[src/rtl/lc3b_types.sv]
// LC-3b shared types for the pipeline stages.
// Word, register id, condition code, opcode and memory-stage state.
package lc3b_types;

  typedef logic [15:0] lc3b_word;
  typedef logic [2:0]  lc3b_reg;
  typedef logic [2:0]  lc3b_nzp;

  typedef enum logic [3:0] {
    OP_BR   = 4'h0,
    OP_ADD  = 4'h1,
    OP_LDB  = 4'h2,
    OP_STB  = 4'h3,
    OP_JSR  = 4'h4,
    OP_AND  = 4'h5,
    OP_LDR  = 4'h6,
    OP_STR  = 4'h7,
    OP_RTI  = 4'h8,
    OP_NOT  = 4'h9,
    OP_LDI  = 4'hA,
    OP_STI  = 4'hB,
    OP_JMP  = 4'hC,
    OP_SHF  = 4'hD,
    OP_LEA  = 4'hE,
    OP_TRAP = 4'hF
  } lc3b_opcode;

  typedef enum logic {
    FIRST  = 1'b0,
    SECOND = 1'b1
  } mem_state;

  function automatic lc3b_nzp gen_cc(input lc3b_word d);
    return {d[15], d == 16'h0, ~d[15] & (d != 16'h0)};
  endfunction

endpackage

[src/rtl/mem_stage_align.sv]
// Byte-lane handling for data memory accesses.
// Lane enables, store byte replication, load byte select with sign-extend.
module mem_stage_align
  import lc3b_types::*;
(
  input  logic       active,
  input  logic       byte_op,
  input  logic       addr_lsb,
  input  lc3b_word   sr_data,
  input  lc3b_word   rdata,
  output logic [1:0] byte_enable,
  output lc3b_word   wdata,
  output lc3b_word   load_data
);

  logic [7:0] sel_byte;

  always_comb begin
    byte_enable = 2'b00;
    wdata       = 16'h0;
    if (active) begin
      if (byte_op) begin
        byte_enable = addr_lsb ? 2'b10 : 2'b01;
        wdata       = {sr_data[7:0], sr_data[7:0]};
      end else begin
        byte_enable = 2'b11;
        wdata       = sr_data;
      end
    end
  end

  always_comb begin
    sel_byte  = addr_lsb ? rdata[15:8] : rdata[7:0];
    load_data = byte_op ? {{8{sel_byte[7]}}, sel_byte} : rdata;
  end

endmodule

[src/rtl/mem_stage.sv]
// LC-3b memory stage: data access, indirect/trap reads,
// control-flow resolution and the MEM/WB pipe register.
module mem_stage
  import lc3b_types::*;
(
  input  logic        clk,
  input  logic        reset,
  input  logic        ex_valid,
  input  logic [3:0]  ex_opcode,
  input  logic [15:0] ex_ir,
  input  logic [15:0] ex_alu_out,
  input  logic [15:0] ex_sr_data,
  input  logic [15:0] ex_pc,
  input  logic [2:0]  ex_drid,
  input  logic [2:0]  ex_cc,
  output logic [15:0] dmem_address,
  output logic        dmem_read,
  output logic        dmem_write,
  output logic [1:0]  dmem_byte_enable,
  output logic [15:0] dmem_wdata,
  input  logic [15:0] dmem_rdata,
  input  logic        dmem_resp,
  output logic        mem_stall,
  output logic [1:0]  pcmux_sel,
  output logic [15:0] pc_target,
  output logic        wb_valid,
  output logic [15:0] wb_data,
  output logic [2:0]  wb_drid,
  output logic        wb_load_regfile,
  output logic        wb_load_cc,
  output logic [2:0]  wb_cc
);

  lc3b_opcode op;
  mem_state   state_q, state_d;
  lc3b_word   ind_addr_q, ind_addr_d;

  logic     wb_valid_q, wb_valid_d;
  lc3b_word wb_data_q, wb_data_d;
  lc3b_reg  wb_drid_q, wb_drid_d;
  logic     wb_ld_rf_q, wb_ld_rf_d;
  logic     wb_ld_cc_q, wb_ld_cc_d;
  lc3b_nzp  wb_cc_q, wb_cc_d;

  logic     one_acc, two_acc, memop, in_second;
  logic     final_acc, access, is_wr, byte_op;
  logic     is_load, alu_wb, link_wb, done;
  lc3b_word load_data;
  logic     unused_ok;

  assign op        = lc3b_opcode'(ex_opcode);
  assign unused_ok = ^{ex_ir[15:12], ex_ir[8], ind_addr_q[0]};

  always_comb begin
    one_acc   = op inside {OP_LDR, OP_LDB, OP_STR, OP_STB, OP_TRAP};
    two_acc   = op inside {OP_LDI, OP_STI};
    memop     = one_acc | two_acc;
    is_load   = op inside {OP_LDR, OP_LDB, OP_LDI};
    alu_wb    = op inside {OP_ADD, OP_AND, OP_NOT, OP_SHF, OP_LEA};
    link_wb   = op inside {OP_JSR, OP_TRAP};
    in_second = (state_q == SECOND);
    final_acc = ~two_acc | in_second;
    access    = ex_valid & memop & ~reset;
    byte_op   = op inside {OP_LDB, OP_STB};
    is_wr     = (op inside {OP_STR, OP_STB})
              | ((op == OP_STI) & in_second);
  end

  always_comb begin
    dmem_address = {ex_alu_out[15:1], 1'b0};
    if (two_acc && in_second)
      dmem_address = {ind_addr_q[15:1], 1'b0};
    else if (op == OP_TRAP)
      dmem_address = {7'b0, ex_ir[7:0], 1'b0};
    else if (byte_op)
      dmem_address = ex_alu_out;
  end

  assign dmem_read  = access & ~is_wr;
  assign dmem_write = access & is_wr;

  mem_stage_align u_align (
    .active      (access),
    .byte_op     (byte_op),
    .addr_lsb    (dmem_address[0]),
    .sr_data     (ex_sr_data),
    .rdata       (dmem_rdata),
    .byte_enable (dmem_byte_enable),
    .wdata       (dmem_wdata),
    .load_data   (load_data)
  );

  assign mem_stall = ex_valid & memop & ~(final_acc & dmem_resp);
  assign done      = ex_valid & (~memop | (final_acc & dmem_resp));

  always_comb begin
    state_d    = state_q;
    ind_addr_d = ind_addr_q;
    if (access && dmem_resp) begin
      if (two_acc && !in_second) begin
        state_d    = SECOND;
        ind_addr_d = dmem_rdata;
      end else if (in_second) begin
        state_d = FIRST;
      end
    end
  end

  always_comb begin
    pcmux_sel = 2'd0;
    pc_target = 16'h0;
    if (done) begin
      unique case (1'b1)
        op == OP_BR: begin
          if (|(ex_ir[11:9] & ex_cc)) begin
            pcmux_sel = 2'd1;
            pc_target = ex_alu_out;
          end
        end
        op inside {OP_JMP, OP_JSR}: begin
          pcmux_sel = 2'd1;
          pc_target = ex_alu_out;
        end
        op == OP_TRAP: begin
          pcmux_sel = 2'd2;
          pc_target = dmem_rdata;
        end
        default: ;
      endcase
    end
  end

  always_comb begin
    wb_valid_d = done;
    wb_data_d  = wb_data_q;
    wb_drid_d  = wb_drid_q;
    wb_ld_rf_d = wb_ld_rf_q;
    wb_ld_cc_d = wb_ld_cc_q;
    wb_cc_d    = wb_cc_q;
    if (done) begin
      wb_data_d  = is_load ? load_data
                 : link_wb ? ex_pc : ex_alu_out;
      wb_drid_d  = ex_drid;
      wb_ld_rf_d = alu_wb | is_load | link_wb;
      wb_ld_cc_d = is_load | (alu_wb & (op != OP_LEA));
      wb_cc_d    = gen_cc(wb_data_d);
    end
  end

  always_ff @(posedge clk) begin
    if (reset) begin
      state_q    <= FIRST;
      ind_addr_q <= 16'h0;
      wb_valid_q <= 1'b0;
      wb_data_q  <= 16'h0;
      wb_drid_q  <= 3'h0;
      wb_ld_rf_q <= 1'b0;
      wb_ld_cc_q <= 1'b0;
      wb_cc_q    <= 3'h0;
    end else begin
      state_q    <= state_d;
      ind_addr_q <= ind_addr_d;
      wb_valid_q <= wb_valid_d;
      wb_data_q  <= wb_data_d;
      wb_drid_q  <= wb_drid_d;
      wb_ld_rf_q <= wb_ld_rf_d;
      wb_ld_cc_q <= wb_ld_cc_d;
      wb_cc_q    <= wb_cc_d;
    end
  end

  assign wb_valid        = wb_valid_q;
  assign wb_data         = wb_data_q;
  assign wb_drid         = wb_drid_q;
  assign wb_load_regfile = wb_ld_rf_q;
  assign wb_load_cc      = wb_ld_cc_q;
  assign wb_cc           = wb_cc_q;

endmodule
[config.mk]
export PLATFORM = sky130hd
export DESIGN_NAME = mem_stage
export DESIGN_NICKNAME = d
export VERILOG_FILES = /design/src/rtl/lc3b_types.sv /design/src/rtl/mem_stage_align.sv /design/src/rtl/mem_stage.sv
export SDC_FILE = /design/constraint.sdc
export NUM_CORES = 1
export LEC_CHECK = 0
export CAP_MARGIN = 30
export CORE_MARGIN = 8
export CORE_UTILIZATION = 41
export DETAILED_ROUTE_END_ITERATION = 8
export HOLD_SLACK_MARGIN = 0.12
export PLACE_DENSITY = 0.82
export SKIP_CTS_REPAIR_TIMING = 1
export SLEW_MARGIN = 20
export SYNTH_ARGS = -nofsm -noshare
export SYNTH_HDL_FRONTEND = slang
export SYNTH_HIERARCHICAL = 1
export SYNTH_SLANG_ARGS = --single-unit
[constraint.sdc]
create_clock -name clk -period 4.37 [get_ports clk]
set_input_delay 0.874 -clock clk [delete_from_list [all_inputs] [get_ports clk]]
set_output_delay 0.874 -clock clk [all_outputs]
set_load 0.005 [all_outputs]
---- Word-level counts from Yosys, hierarchy flattened ----
Cells that the tools add are included.
W data, S select, Z words.
operators by class
  eq/ne operators ......................... 15
  multiplexer cells ....................... 19
  bitwise gates (word level) .............. 24
  reductions and logical operators ........ 17
operator list
  operator              number
  $mux W16              9
  $pmux W16 S3          1
  $eq A4 B4 Y1 const B  7
  $eq A4 B3 Y1 const B  4
  $logic_not A16 Y1     1
  $reduce_bool A16 Y1   1
  $and A1 B1 Y1         10
  $reduce_bool A2 Y1    5
  $reduce_bool A5 Y1    2
  $eq A4 B2 Y1 const B  2
  $mux W2               4
  $mux W8               1
  $or A1 B1 Y1          7
  $not A1 Y1            6
  $pmux W2 S3           1
  $eq A4 B1 Y1 const B  1
  $logic_not A4 Y1      1
  $ne A4 B4 Y1 const B  1
  $and A3 B3 Y3         1
  $logic_and A1 B1 Y1   3
  $mux W1               3
  $reduce_bool A3 Y1    1
  $reduce_or A3 Y1      1
  $reduce_and A2 Y1     1
  $logic_not A1 Y1      1
storage, ports and cells
  bits in registers ....................... 42
  input port bits ......................... 94
  output and inout bits ................... 80
  logic and storage cells ................. 83

---- Depth between registers and ports, before layout ----
  depth after elaboration ................. 10
  gate-level depth with buffers ........... 14
  depth with buffers taken out ............ 10

---- By module ----
Netlist, hierarchy kept.
modules (own cells, without submodules)
  module           times used  cells each  area each (µm²)  seq. area each (µm²)
  mem_stage        1           417         2955.3           800.8
  mem_stage_align  1           56          471.7            0.0

---- Least setup slack after synthesis ----
No wires, ideal clock.
  path type ............................... in2reg
  start point ............................. input ex_opcode[1]
  end point ............................... register wb_cc_q[0] (netlist: wb_cc[0])
  setup time .............................. 0.117 ns
  arrival ................................. 3.762 ns
  required time ........................... 4.253 ns
  path slack .............................. 0.491 ns
  cell stages on the path ................. 12
  path buffers ............................ 3
  cell sequence ........................... buf_6 buf_2 clkbuf_1 nor3b_1 and2_1 nand2b_1 mux2_1 or4_1 a22o_1 a2111oi_2 nand3_1 a32o_1
between the ends
  word-level cells in the longest chain between the ends .. 10
  elaborated cells on any way between the ends .. 31
  classes of those cells .................. eq/ne: 8; mux: 7; bitwise: 9; reduce/logical: 7
ends and longest elaborated chain
  what                                                      line                   source
  from (decl)                                               mem_stage.sv:9         input logic [3:0] ex_opcode,
  $eq A4 B2 Y1                                              mem_stage.sv:64        byte_op = op inside {OP_LDB, OP_STB};
  $reduce_bool A2 Y1 (*)                                    mem_stage.sv:64
  net byte_op                                               mem_stage.sv:46        logic final_acc, access, is_wr, byte_op;
  $mux W1 (*)                                               mem_stage.sv:75        else if (byte_op)
  $mux W16 (*)                                              mem_stage.sv:73        else if (op == OP_TRAP)
  $mux W16 (*)                                              mem_stage.sv:71        if (two_acc && in_second)
  net dmem_address[0]                                       mem_stage.sv:16        output logic [15:0] dmem_address,
  $mux W8 (*)                                               mem_stage_align.sv:33  sel_byte = addr_lsb ? rdata[15:8] : rdata[7:0];
  $mux W16 (*)                                              mem_stage_align.sv:34  load_data = byte_op ? {{8{sel_byte[7]}}, sel_byte} : rdata;
  net load_data[15]                                         mem_stage.sv:48        lc3b_word load_data;
  $mux W16 (*)                                              mem_stage.sv:141       wb_data_d = is_load ? load_data
  $reduce_bool A16 Y1 / $not A1 Y1 (equally long branches)  lc3b_types.sv:34       return {d[15], d == 16'h0, ~d[15] & (d != 16'h0)};
  $and A1 B1 Y1 (*)                                         lc3b_types.sv:34
  to (signal assigned)                                      mem_stage.sv:168       wb_cc_q <= wb_cc_d;
  to (decl)                                                 mem_stage.sv:43        lc3b_nzp wb_cc_q, wb_cc_d;
The timed path passes the listed nets; every way through them passes the cells marked *.
A chain may end at the register's enable or synchronous reset.

---- Worst setup path after layout ----
  start point ............................. input ex_opcode[2]
  end point ............................... output dmem_wdata[0]
between the ends
  word-level cells in the longest chain between the ends .. 6
  elaborated cells on any way between the ends .. 13
  classes of those cells .................. eq/ne: 7; mux: 1; bitwise: 3; reduce/logical: 2
ends and longest elaborated chain
  what                                                             line                              source
  $eq A4 B3 Y1 (tied with other cells)                             mem_stage.sv:55                   one_acc = op inside {OP_LDR, OP_LDB, OP_STR, OP_STB, OP_TRAP};
  $reduce_bool A5 Y1 / $reduce_bool A2 Y1 (equally long branches)  mem_stage.sv:55, mem_stage.sv:56
  $or A1 B1 Y1 (*)                                                 mem_stage.sv:57                   memop = one_acc | two_acc;
  $and A1 B1 Y1 (*) (2 in a row)                                   mem_stage.sv:63                   access = ex_valid & memop & ~reset;
  net access                                                       mem_stage.sv:46
  $mux W16 (*)                                                     mem_stage_align.sv:21             if (active) begin
  to (decl)                                                        mem_stage.sv:20                   output logic [15:0] dmem_wdata,
Marked as above.

==> run_results.csv <==
group,metric,value,unit
power_and_ir_drop,p_leak,2.14,nW
clock_network,cts_root_buf,"clkbuf_8",
sta,slew_headroom,51.7,%
final_layout,fin_cells,738,
sta,period_share,95.3,%
logic_synthesis,synth_top_area_share,23.4,%
global_routing,grt_pass1_wl,21800,microns
routing,drt-total-wl,13800,microns
logic_synthesis,synth-edff-count,0,
routing,drtIter0Drc,377,
final_layout,fin_util,65.1,%
final_layout,drive_gt1_share,8.53,%
floorplan,die_y,107,microns
clock_network,clk_latency,0.29,ns
final_layout,areaGrowthSynthToFinish,55.2,%
placement,post-place-ws,0.0845,ns
floorplan,dieArea,11500,sq um
placement,hpwl,11100,microns
global_routing,grt_use_met1,25.3,%
global_routing,grt_antenna_before_repair,0,
global_routing,grt_most_used_layer,"met2",
job,max_cap_violations,0,
sta,fin_hold_ws,0.461,ns
routing,first_pass_iters,6,
global_routing,gr-usage-met3,7.72,%
placement,port_buffers,168,
floorplan,die_x,107,microns
sta,setup_tns,0,ns
worst_setup_path,crit_fanout,20,
placement,dp.cells,730,
sta,skew,0.00783,ns
final_layout,n_fill_cell,706,
routing,antenna_left,0,
clock_network,cts_tree,"built",
run_status,status,"finished, final reports clean",
logic_synthesis,yosys-top-cells-area,"dfxtp_1 23%, nor2_1 8.0%, mux2i_1 6.7%",
global_routing,grt_usage,23.1,%
sta,hold_viol_final,0,
worst_setup_path,crit_type,"in2out",
worst_hold_path,hold_class,"reg2reg",
power_and_ir_drop,power_density,208,nW/um^2
logic_synthesis,ys_async_sr_fraction,0,%
routing,wl_per_cell,18.7,microns
worst_setup_path,end_kind,"output pin",
clock_network,cts_inserted_buffers,5,
routing,vias,4265,
power_and_ir_drop,peakVddDrop,0.000130,V
clock_network,clock_path_buffers,2,
final_layout,fin_nets,726,
logic_synthesis,synth_nets,567,
logic_synthesis,syn-cell-area,3430,sq um
routing,post-route-drc-count,0,
logic_synthesis,synth_ff_type,"dfxtp_1",
worst_setup_path,cp.required,3.50,ns
sta,rsz0062_at_grt,"no",
logic_synthesis,synth_top_area_cell,"dfxtp_1",
clock_network,path_clk_slew,0.07,ns
logic_synthesis,synth_cell_type_count,60,
logic_synthesis,yosys-top-cells-count,"73 x nor2_1, 59 x nand2_1, 40 x dfxtp_1",
clock_network,clock_sinks,40,
sta,setup_viol,0,
floorplan,start_util,41.9,%
floorplan,ioPinCount,174,
logic_synthesis,synth.most_common_cell,"nor2_1",
final_layout,diodes,0,
sta,drv_slew,0,
logic_synthesis,synth_seq_cells,40,
global_routing,grt_pass1_vias,4264,
global_routing,grt_max_degree,38,
floorplan,core,8180,sq um
logic_synthesis,syn_avg_cell_area,7.25,sq um
logic_synthesis,syn_inst,473,
clock_network,htree_levels,2,
sta,finalCriticalPeriod,4.16,ns
floorplan,rows,33,
global_routing,gr-usage-met2,39.7,%
routing,via_per_inst,5.78,
logic_synthesis,yosysSeqAreaShare,23.4,%
placement,place_congestion,0.995,
sta,setup_ws,0.206,ns
worst_setup_path,startpoint_type,"input port",
sta,max_freq,240,MHz
logic_synthesis,yosys_warnings,6,
worst_setup_path,r2r_slack,2.47,ns
global_routing,globalRoute.totalOverflow,0,
sta,worstMarginPinSlew,0.723,ns
worst_setup_path,worstPathArrival,3.29,ns
-- path summary, 6_finish.rpt --
| kind | start | end | cells past startpoint |
|---|---|---|---|
| worst max-delay path | ex_opcode[2] | dmem_wdata[0] | 7 |
| worst min-delay path | wb_data[14] | wb_data[14] | 2 |
| worst max register to register | in_second | wb_data[2] | 9 |
| worst min register to register | wb_data[14] | wb_data[14] | 2 |
-- registers in the layout, indices dropped and copies added (netlist names) --
| name | flops |
|---|---|
| wb_drid | 3 |
| in_second | 1 |
| wb_valid | 1 |
| wb_data | 16 |
| wb_load_regfile | 1 |
| wb_load_cc | 1 |
| wb_cc | 2 |
| ind_addr_q | 15 |
-- cell families after synthesis --
kind of cell	share of synthesized area, %
flops	23.4
mux	11.0
simple gates	32.7
compound gates	25.3
buf+inv	7.74
-- worst max-delay path, cell delays in order --
cell             delay, ns
clkdlybuf4s50_1       0.54
buf_4                 0.25
nor2b_1               0.16
a211o_1               0.36
inv_1                 0.36
and2_1                0.23
clkdlybuf4s50_1       0.52
-- cell usage in the layout, fill, tap and decap left out, types with 8 or more instances in the layout --
master           netlist  final
nor3_1                 9      9
nand2_1               59     59
o21ai_0               19     19
a22oi_1               20     20
clkdlybuf4s50_1        0    168
mux2i_1               23     23
nor2_1                73     73
mux2_4                 8      8
a21oi_1               28     28
nand3_1               10     10
and2_1                13     13
nor2b_1               13     13
a31oi_1               13     13
dfxtp_1               40     40
buf_4                  5     24
o211ai_1              13     13
-- metal layers --
layer | routed length (microns) | share of wire [%]
met4 | 601 | 4.4
met5 | 0 | 0
met2 | 6630 | 48
met1 | 5120 | 37
met3 | 1420 | 10
-- through the flow --
step	total power, W	instance area (sq um)
detailed placement	0.000779	5190
global placement	0.000772	5190
global route	0.00116	5320
CTS	0.00111	5320
finish	0.00111	5320
floorplan	0.000568	3430
-- where the power goes --
group / total [W] / leakage [nW] / internal (W) / switching [W]
combinational: 0.000386 / 1.75 / 0.000206 / 0.000180
clock: 0.000330 / 0.0645 / 0.000202 / 0.000128
sequential: 0.000390 / 0.327 / 0.000381 / 0.00000882
-- final cells by class --
class / count / area [sq um] / share of cell area [%]
well taps: 105 / 131 / 2.47
inverters: 8 / 30.0 / 0.564
clock inverters: 1 / 30.0 / 0.564
multi-input cells: 385 / 2370 / 44.5
repair buffers: 192 / 1860 / 35.0
flip-flops and latches: 40 / 801 / 15.1
clock buffers: 7 / 96.3 / 1.81
Note: power is estimated with default switching activity, not from simulation.
